## src/rtl/kpn_pkg.sv

```systemverilog
// Shared KPN channel definitions: token width, the null-token value and the
// reader's buffer-occupancy state encoding.
// Used by the channel FIFO and by the consumer-side reader.
package kpn_pkg;

  localparam int TOKEN_W = 16;
  localparam logic [TOKEN_W-1:0] TOKEN_NULL = '0;

  // Number of tokens held in the reader's 2-entry prefetch buffer.
  typedef enum logic [1:0] {
    OCC_EMPTY = 2'd0,
    OCC_ONE   = 2'd1,
    OCC_TWO   = 2'd2
  } occ_e;

endpackage

```

## src/rtl/kpn_skid_buf2.sv

```systemverilog
// 2-entry register buffer with head/tail pointers; push writes the tail and pop advances the head.
// Latency: a pushed word is visible on head_dat_o in the cycle after the push.
// Backpressure: none internally. The caller must never push when full without also popping, and must never pop when empty.
// Ports: clk/rst_n; push_i + push_dat_i write the tail; pop_i retires the head;
//        head_dat_o is the oldest stored word; occ_o is the occupancy state.
module kpn_skid_buf2
  import kpn_pkg::*;
#(
  parameter int W = TOKEN_W
) (
  input  logic         clk,
  input  logic         rst_n,
  input  logic         push_i,
  input  logic [W-1:0] push_dat_i,
  input  logic         pop_i,
  output logic [W-1:0] head_dat_o,
  output occ_e         occ_o
);

  logic [W-1:0] mem_q [2];
  logic         head_q;
  logic         tail_q;
  occ_e         occ_q;

  always_ff @(posedge clk or negedge rst_n) begin
    if (!rst_n) begin
      mem_q[0] <= '0;
      mem_q[1] <= '0;
      head_q   <= 1'b0;
      tail_q   <= 1'b0;
      occ_q    <= OCC_EMPTY;
    end else begin
      if (push_i) begin
        mem_q[tail_q] <= push_dat_i;
        tail_q        <= ~tail_q;
      end
      if (pop_i) begin
        head_q <= ~head_q;
      end
      // Simultaneous push and pop leaves the occupancy unchanged.
      case ({push_i, pop_i})
        2'b10: occ_q <= (occ_q == OCC_EMPTY) ? OCC_ONE : OCC_TWO;
        2'b01: occ_q <= (occ_q == OCC_TWO) ? OCC_ONE : OCC_EMPTY;
        default: occ_q <= occ_q;
      endcase
    end
  end

  assign head_dat_o = mem_q[head_q];
  assign occ_o      = occ_q;

endmodule

```

## src/rtl/kpn_fifo_reader.sv

```systemverilog
// KPN channel consumer: drains the channel FIFO through a 2-entry prefetch buffer and exposes the tokens on a valid/ready interface.
// Latency: fifo_rd to tok_valid takes 2 cycles; after the buffer fills, the reader sustains 1 token/cycle.
// Backpressure: reads stop once buffer plus in-flight words would exceed 2 entries; no token is ever dropped.
// Ports: FIFO side (fifo_empty, fifo_rdata, fifo_rd); downstream side (tok_valid,
//        tok_ready, tok_data); en gates new reads; tok_count/block_cycles are
//        saturating statistics.
module kpn_fifo_reader
  import kpn_pkg::*;
#(
  parameter int B         = TOKEN_W,
  parameter int CW        = 16,
  parameter int SKIP_ZERO = 1
) (
  input  logic          clk,
  input  logic          rst_n,
  input  logic          en,
  input  logic          fifo_empty,
  input  logic [B-1:0]  fifo_rdata,
  output logic          fifo_rd,
  output logic          tok_valid,
  input  logic          tok_ready,
  output logic [B-1:0]  tok_data,
  output logic [CW-1:0] tok_count,
  output logic [CW-1:0] block_cycles
);

  occ_e          occ;
  logic [B-1:0]  head_dat;
  logic          inflight_q, inflight_d;
  logic [CW-1:0] tok_count_q, tok_count_d;
  logic [CW-1:0] block_q, block_d;
  logic          pop, push, is_null, slot_ok;
  logic [2:0]    committed;

  kpn_skid_buf2 #(.W(B)) u_buf (
    .clk        (clk),
    .rst_n      (rst_n),
    .push_i     (push),
    .push_dat_i (fifo_rdata),
    .pop_i      (pop),
    .head_dat_o (head_dat),
    .occ_o      (occ)
  );

  assign tok_valid = (occ != OCC_EMPTY);
  assign tok_data  = head_dat;
  assign pop       = tok_valid && tok_ready;

  // Null words still occupy a read slot while in flight. They are simply never written into the buffer.
  assign is_null = (SKIP_ZERO != 0) && (fifo_rdata == B'(TOKEN_NULL));
  assign push    = inflight_q && !is_null;

  // A new read is allowed only if its data is guaranteed a free slot on return.
  // The slot count includes stored words and the in-flight word, minus any word leaving this cycle.
  assign committed = 3'(occ) + 3'(inflight_q);
  assign slot_ok   = committed < (3'd2 + 3'(pop));

  // Gating with rst_n forces the strobe low as soon as reset asserts.
  assign fifo_rd = rst_n && en && !fifo_empty && slot_ok;

  always_comb begin
    inflight_d  = fifo_rd;
    tok_count_d = tok_count_q;
    block_d     = block_q;
    if (pop && (tok_count_q != {CW{1'b1}})) begin
      tok_count_d = tok_count_q + CW'(1);
    end
    if (tok_ready && !tok_valid && fifo_empty && (block_q != {CW{1'b1}})) begin
      block_d = block_q + CW'(1);
    end
  end

  always_ff @(posedge clk or negedge rst_n) begin
    if (!rst_n) begin
      inflight_q  <= 1'b0;
      tok_count_q <= '0;
      block_q     <= '0;
    end else begin
      inflight_q  <= inflight_d;
      tok_count_q <= tok_count_d;
      block_q     <= block_d;
    end
  end

  assign tok_count    = tok_count_q;
  assign block_cycles = block_q;

endmodule

```

## config.mk

```make
export PLATFORM = sky130hd
export DESIGN_NAME = kpn_fifo_reader
export DESIGN_NICKNAME = d
export VERILOG_FILES = /design/src/rtl/kpn_pkg.sv /design/src/rtl/kpn_skid_buf2.sv /design/src/rtl/kpn_fifo_reader.sv
export SDC_FILE = /design/constraint.sdc
export NUM_CORES = 1
export LEC_CHECK = 0
export CELL_PAD_IN_SITES_DETAIL_PLACEMENT = 1
export CELL_PAD_IN_SITES_GLOBAL_PLACEMENT = 1
export CORE_MARGIN = 2
export CORE_UTILIZATION = 41
export DETAILED_ROUTE_END_ITERATION = 8
export PLACE_DENSITY_LB_ADDON = 0.1
export SETUP_SLACK_MARGIN = 0.2
export SLEW_MARGIN = 15
export SYNTH_ARGS = -nofsm -noshare
export SYNTH_HDL_FRONTEND = slang
export SYNTH_SLANG_ARGS = --single-unit
```

## constraint.sdc

```tcl
create_clock -name clk -period 2.2 [get_ports clk]
set_clock_uncertainty 0.05 [all_clocks]
set_input_delay 0.44 -clock clk [delete_from_list [all_inputs] [get_ports clk]]
set_output_delay 0.44 -clock clk [all_outputs]
set_load 0.01 [all_outputs]
```

* Word level (Yosys, flattened, before mapping) *
Cells that the tools add are included.

storage, ports and cells
  bits in registers = 69
  bits of input ports = 21
  output and inout port bits = 50
  word-level logic and storage cells = 51

operators by class
  add/sub/neg operators = 4
  $lt $le $gt $ge = 4
  equal/unequal tests = 5
  mux-type cells = 9
  bitwise operators = 4
  reductions and logical operators = 17

operators by type and width
  operator                                                    count
  2-to-1 mux 16 bit                                           4
  adder 16 x 1 -> 16 bit, second input constant               2
  bitwise mux 32 bit                                          1
  inequality test 16 bit, second input constant               2
  demux 16 bit (select 1 bit)                                 1
  logical NOT 16 bit                                          1
  logical AND 1 bit                                           10
  equality test 2 bit, second input constant                  2
  greater-or-equal comparator 2 bit, second input constant    2
  NOT 1 -> 2 bit                                              2
  case mux 2 bit (2 select lines)                             1
  nonzero test 2 bit                                          2
  adder 2 x 1 -> 3 bit                                        1
  adder 2 x 1 -> 3 bit, first input constant                  1
  logical NOT 1 bit                                           3
  less-than comparator 3 bit                                  1
  equality test 2 x 1 -> 1 bit, second input constant         1
  logical NOT 2 bit                                           1
  less-than comparator 2 x 1 -> 1 bit, second input constant  1
  2-to-1 mux 2 bit                                            1
  NOT 1 bit                                                   2
  2-to-1 mux 1 bit                                            1

* Depth between registers and ports, before layout *
Gate-level depths: netlist of the first run.

  word-level depth = 6
  depth in mapped cells = 6
  depth with buffers taken out = 6

* Cells and area by module *
Synthesis of the first run repeated with hierarchy kept, for this count alone.

unflattened totals
  cells, all modules = 267
  area total of the unflattened synthesis = 3392.0 um^2

by module, submodules not included
  module           instances  cells each  area an instance (um^2)
  kpn_fifo_reader  1          165         1771.7
  kpn_skid_buf2    1          102         1620.3

* Worst setup path before layout of the first run *
No wires, ideal clock.

  kind = input to register
  start point = input fifo_rdata[9]
  end point = register u_buf.mem_q[10] (netlist bit)
  arrival = 2126 ps
  setup slack = -101 ps
  cell stages on the path = 5
  path buffers = 1
  cell sequence = or4_1 -> o41ai_4 -> nor2_4 -> buf_6 -> mux2_4

on the way
  word-level cells in the longest chain between the ends = 3

ends and longest elaborated chain
  what                           RTL line               RTL
  start, declared                kpn_fifo_reader.sv:18  input logic [B-1:0] fifo_rdata,
  logical NOT 16 bit             kpn_fifo_reader.sv:50  assign is_null = (SKIP_ZERO != 0) && (fifo_rdata == B'(TOKEN_NULL));
  logical NOT 1 bit              kpn_fifo_reader.sv:51  assign push = inflight_q && !is_null;
  logical AND 1 bit              kpn_fifo_reader.sv:51
  end signal, assigned by index  kpn_skid_buf2.sv:34    mem_q[tail_q] <= push_dat_i;
  end, declared                  kpn_skid_buf2.sv:20    logic [W-1:0] mem_q [2];

No other way between the ends.
A chain may end at the register's enable or synchronous reset.

* Worst setup path after layout of the first run *
  start point = register inflight_q
  end point = output fifo_rd

on the way
  word-level cells in the longest chain between the ends = 3

ends and longest elaborated chain
  what                        RTL line               RTL
  start, declared             kpn_fifo_reader.sv:29  logic inflight_q, inflight_d;
  start signal, assigned      kpn_fifo_reader.sv:79  inflight_q <= inflight_d;
  adder 2 x 1 -> 3 bit        kpn_fifo_reader.sv:55  assign committed = 3'(occ) + 3'(inflight_q);
  less-than comparator 3 bit  kpn_fifo_reader.sv:56  assign slot_ok = committed < (3'd2 + 3'(pop));
  logical AND 1 bit           kpn_fifo_reader.sv:59  assign fifo_rd = rst_n && en && !fifo_empty && slot_ok;
  end, declared               kpn_fifo_reader.sv:19  output logic fifo_rd,

No other way between the ends.

==> results of run 1 <==
## synthesized netlist by cell type, types with 3 or more instances
cell,count,area [um2]
a21oi_1,3,15.01
dfrtp_1,69,1727
ha_1,5,62.56
inv_1,7,26.28
mux2_2,31,349.1
mux2_4,20,300.3
nand2_1,17,63.81
nand3_1,9,45.04
nand4_1,10,62.56
nor2_1,9,33.78
nor3_1,8,40.04
nor4_1,8,50.05
o21ai_0,4,20.02
or4_1,5,37.54
xnor2_1,12,105.1
xor2_1,16,140.1
## path summary, 6_finish.rpt
path	startpoint	end	slack, ps	cells past startpoint
hold / removal	rst_n	u_buf.mem_q[27]	290	2
min in group clk	fifo_rdata[9]	u_buf.mem_q[9]	290	2
setup reg to reg	tok_count[6]	tok_count[15]	320	4
hold reg to reg	block_cycles[15]	block_cycles[15]	440	1
setup / recovery	inflight_q	fifo_rd	150	5
max in group asynchronous	rst_n	u_buf.head_q	1160	2
## cell usage in the layout, fill, tap and decap left out, drive strengths merged, types with 10 or more instances in the layout
cell	synthesis	final
xor2	16	16
nand4	10	10
nand2	17	17
mux2	51	51
xnor2	12	12
buf	3	54
clkbuf	1	22
clkdlybuf4s50	0	35
dfrtp	69	69
nor2	11	13
## routing by layer
metal / vias to the layer above / global-route usage, % / wire length (um)
met4: 0 / 6.884 / 127
met2: 54 / 34.11 / 4340
met3: 8 / 4.896 / 319
met5: - / 0 / 0
met1: 1261 / 28.31 / 3937
li1: 1180 / - / -
## sequential cells by signal, summed over array words and instances (netlist names)
name / cells
u_buf.tail_q: 1
u_buf.occ_o: 2
inflight_q: 1
tok_count: 16
u_buf.head_q: 1
block_cycles: 16
u_buf.mem_q: 32
## cells by family (layout without fill, tap and decap cells)
| group | Yosys count | count (layout) | share of synthesized area [%] |
|---|---|---|---|
| adder cells (fa/ha/maj) | 5 | 5 | 1.881 |
| XOR/XNOR | 28 | 28 | 7.374 |
| flip-flops | 69 | 69 | 51.92 |
| multiplexers | 51 | 51 | 19.53 |
| AO/OA/AOI/OAI | 17 | 17 | 4.327 |
| buffers and inverters | 11 | 130 | 1.693 |
| AND/OR/NAND/NOR | 79 | 81 | 13.28 |
## area by class of cell
type                            count  area [um2]  share of cell area, %
Sequential cell                    69        1728                  36.33
Multi-Input combinational cell    182        1689                  35.52
Timing Repair Buffer              107       934.6                  19.65
Clock buffer                       10       137.6                  2.894
Tap cell                          102       127.6                  2.683
Clock inverter                      6       110.1                  2.315
Inverter                            7       28.78                 0.6051
## through the flow
stage / std cells / utilization, % / power, mW / worst slack (ps)
after floorplan: 260 / - / 3.199 / -74.70
after global placement: 457 / 55.95 / 4.242 / -431.4
after detailed placement: 457 / 55.95 / 4.313 / -476.0
after CTS: 480 / 59.65 / 5.589 / 49.95
after global routing: 483 / 60.91 / 6.184 / 65.43
final: 483 / 60.91 / 5.825 / 146.0
## power breakdown
group	internal [mW]	switching [mW]
Combinational	1.52	0.977
Sequential	1.69	0.359
Clock	0.782	0.490
Total	4.00	1.83
## what timing repair did
| action | 4_1_cts | 5_1_grt |
|---|---|---|
| pin swaps | 9 | 10 |
| setup endpoints to repair | 61 | 50 |
| endpoints found under the hold margin | 0 | 0 |
| gates cloned | 3 | 0 |
| resized for setup | 106 | 45 |
| buffers inserted | 4 | 3 |
==> results.ini, run 1 <==
[place]
dpl_cell_area_mm2=0.004368
hpwl_um=5513
io_buffers=70
place_congestion=0.7321

[clocking]
cts_tree=done
clockBufferDepth=2
root_buffer=clkbuf_8
hold_buffers=0
cts_sinks=69
insertion_delay_ps=340
htreeDepth=3
clk_pin_slew_ps=80
cts_buffers=9

[critical_path]
critPathRequiredTime_ps=1710
cp-start-kind=flop
critical_path.cell_chain=ha_2 -> ha_4 -> o21ai_2 -> and4_1 -> buf_6
slowest_stage=dfrtp_1
cp.arrival_ps=1560
critPathKind=reg2out
cp.buffers_inverters=1
slowest_delay_ps=400
cp_max_fo=2
endpoint_kind=output port
path_delay_family=adder cells

[synth]
netlist_area_mm2=0.003326
dominantRegCellSynth=dfrtp_1
avgSynthCellArea_um2=12.79
ys_seq_area_share_pct=51.92
synth_edf_count=0
ys_seq_elements=69
yosysWarnings=0
syn_nets=286
syn_inst=260
synth.distinct_cells=36
ys_async_sr_fraction_pct=100.0

[floorplan]
ioPinCount=71
initial_core_util_pct=42.60
dieArea_mm2=0.008848
die_h_um=94.07
die_w_um=94.07
core_mm2=0.007807
num_rows=32

[job]
maxCapViolations=0

[routing]
drtIter0Drc=66
vias=2503
vias_per_cell=5.182
avgRoutedWirePerCell_um=18.06
postRouteAntennaNets=0
route.detailed.drc=0
totalWireLength_um=8724
drtPass1Iterations=4

[cells_and_area]
fillCellCount=818
final_area_mm2=0.004756
drive_above_1_share_pct=41.99
area_delta_synth_final_pct=43.00
antennaDiodeCount=0
nNetsFinal=402

[global_route]
grt_pass1_wl_um=14240
overflow=0
grt_max_degree=70
antenna_found_initial=0
gr-usage-all-layers_pct=21.18
grt_pass1_vias=2672

[power_and_ir_drop]
leakagePower_nw=2.138
ir_drop_uv=547.7
p_per_area_mw_per_mm2=1225

[timing]
hold_viol=0
tightest_slew_ps=889.2
relSlewSlack_pct=40.72
timing.final.crit_period_ps=2054
fin_hold_ws_ps=285.8
rsz0062_at_grt=yes
setup_viol=0
min_period_over_period_pct=93.36
max_clock_freq_ghz=0.4869
tns_ps=0
slew_viol_final=0

[status]
outcome=finished clean

[worst_hold_path]
min-delay-path-class=in2async

Power figures use the tool's default switching activity.
==> run 2, diff against run 1 <==
--- a/config.mk
+++ b/config.mk
@@ -5,10 +5,11 @@
 export SDC_FILE = /design/constraint.sdc
 export NUM_CORES = 1
 export LEC_CHECK = 0
+export ABC_AREA = 1
 export CELL_PAD_IN_SITES_DETAIL_PLACEMENT = 1
 export CELL_PAD_IN_SITES_GLOBAL_PLACEMENT = 1
 export CORE_MARGIN = 2
-export CORE_UTILIZATION = 41
+export CORE_UTILIZATION = 39
 export DETAILED_ROUTE_END_ITERATION = 8
 export PLACE_DENSITY_LB_ADDON = 0.1
 export SETUP_SLACK_MARGIN = 0.2
==> run 2 against run 1 <==
Against the previous run:
- sequential power hardly changed
- first-iteration DRC count increased by 100%
- clock power down 11%
- largest power group unchanged
==> results.ini, run 2 <==
[cells_and_area]
regArea_mm2=0.001727
fillCellCount=1205
antennaDiodeCount=0
largest_reg_flops=32
final_util_pct=53.72
final_common_cell=nand2_1
nNetsFinal=609
final_cell_mix=192 x nand2_1, 69 x dfrtp_1, 51 x clkdlybuf4s50_1, 39 x nand4_1, 38 x nor2_1
top_register=u_buf.mem_q
area_delta_synth_final_pct=34.18
drive_above_1_share_pct=20.07
multiInputGateArea_mm2=0.002031

[synth]
yosys-top-cells-count=192 x nand2_1, 69 x dfrtp_1, 40 x nor2_1
ys_seq_area_share_pct=44.33
ys_async_sr_fraction_pct=100.0
synth_top_area_share_pct=44.33
synth_area_leaders=dfrtp_1 44%, nand2_1 19%, nand4_1 6.3%, mux2_2 4.6%, nor2_1 3.9%
avgSynthCellArea_um2=7.869
syn_nets=521
synth_edf_count=0
syn_inst=495
ys_seq_elements=69
dominantRegCellSynth=dfrtp_1
synth_top_cell_by_area=dfrtp_1
synth.distinct_cells=31
netlist_area_mm2=0.003895
yosysWarnings=0
yosysMostFrequentCell=nand2_1

[clocking]
clk_pin_slew_ps=80
cts_buffers=9
root_buffer=clkbuf_8
insertion_delay_ps=370
cts_tree=done
cts_sinks=69
htreeDepth=3
clockBufferDepth=2

[floorplan]
ioPinCount=71
initial_core_util_pct=40.03
core_mm2=0.009729
dieArea_mm2=0.01080
num_rows=36
die_w_um=103.9
die_h_um=103.9

[global_route]
antenna_found_initial=0
grt_pass1_vias=3863
grt_pass1_wl_um=19020
grt_max_degree=70
overflow=0
gr-usage-all-layers_pct=21.78

[routing]
postRouteAntennaNets=0
route.detailed.drc=0
vias=3674
drtIter0Drc=133
vias_per_cell=5.096
avgRoutedWirePerCell_um=15.80
drtPass1Iterations=4
totalWireLength_um=11390

[critical_path]
cp_max_fo=2
critPathKind=reg2out
cp-start-kind=flop
cp.arrival_ps=1650
critPathRequiredTime_ps=1710
endpoint_kind=output port

[job]
maxCapViolations=0

[power_and_ir_drop]
leakagePower_nw=2.475
finalPower_mw=5.885
ir_drop_uv=602.5
p_per_area_mw_per_mm2=1126

[status]
outcome=finished clean

[timing]
tightest_slew_ps=924.5
relSlewSlack_pct=38.36
slew_viol_final=0
hold_viol=0
tns_ps=0
rsz0062_at_grt=yes
max_clock_freq_ghz=0.4664
timing.final.crit_period_ps=2144
min_period_over_period_pct=97.46
fin_hold_ws_ps=284.0
setup_viol=0

[place]
place_congestion=0.7547
io_buffers=70
hpwl_um=7600

[worst_hold_path]
min-delay-path-class=in2async

[run 2: changes by cell type after synthesis, sizes merged, moves of 11 or more]
cell,delta
inv,+29
mux2,-35
nand2,+187
nand3,+11
nand4,+30
nor2,+40
o21ai,+13
[run 2: worst paths after layout]
check,startpoint,endpoint,slack (ps),cells after the start
min in group clk,u_buf.mem_q[28],u_buf.mem_q[28],430,2
min,rst_n,block_cycles[9],280,2
max reg2reg,block_cycles[0],block_cycles[2],460,6
max in group asynchronous,rst_n,tok_count[14],1200,2
min reg2reg,u_buf.mem_q[28],u_buf.mem_q[28],430,2
max,u_buf.occ_o[0],fifo_rd,60,6
[run 2: per-stage QoR]
step / cells / area [um2] / setup slack (ps)
2_1_floorplan: 495 / 3895 / 447.1
3_3_place_gp: 699 / 4797 / -328.4
3_5_place_dp: 699 / 4797 / -315.3
4_1_cts: 720 / 5062 / 27.22
5_1_grt: 721 / 5226 / -12.75
6_report: 721 / 5226 / 55.83
[run 2: cell families (layout without fill, tap and decap cells)]
family                     after synthesis  in the layout  share of synthesized area [%]
DFF                                     69             69                          44.33
buffers and inverters                   53            146                          6.200
AOI/OAI and AO/OA                       19             19                          3.116
xor gates and xnor gates                11             11                          2.473
adders and majority gates                5              5                          1.606
and+or+nand+nor                        322            322                          37.65
muxes                                   16             16                          4.626
[run 2: timing repair]
item                                    4_1_cts  5_1_grt
setup buffers                                 4        1
resized for setup                            78       43
pin swaps                                     2        2
gates cloned                                  1        0
endpoints found under the setup margin       19       37
hold buffers                                  0        0
[run 2: per-layer routing]
layer | vias to the layer above | GRT usage, % | part of all wire (%)
met1 | 1830 | 28.18 | 45
met4 | 0 | 6.853 | 1.3
li1 | 1774 | - | -
met3 | 14 | 4.135 | 2.9
met5 | - | 0 | 0
met2 | 56 | 36.89 | 50
[run 2: layout make-up]
type,count,area share (%)
Inverter,37,2.705
Timing Repair Buffer,93,18.19
Sequential cell,69,33.04
Clock buffer,11,2.897
Multi-Input combinational cell,373,38.86
Tap cell,133,3.184
Clock inverter,5,1.125
[run 2: where the power goes]
part,internal (mW),leakage (nW),switching (mW),total [mW]
combinational,1.45,1.48,1.25,2.70
sequential,1.68,0.898,0.373,2.05
clock,0.585,0.102,0.546,1.13
total,3.71,2.48,2.17,5.89
[run 2: worst max-delay path: stages (launching register included)]
cell,delay (ps)
dfrtp_1,390
ha_2,200
ha_4,260
o21ai_2,40
nor3b_2,140
buf_4,140
buf_6,110
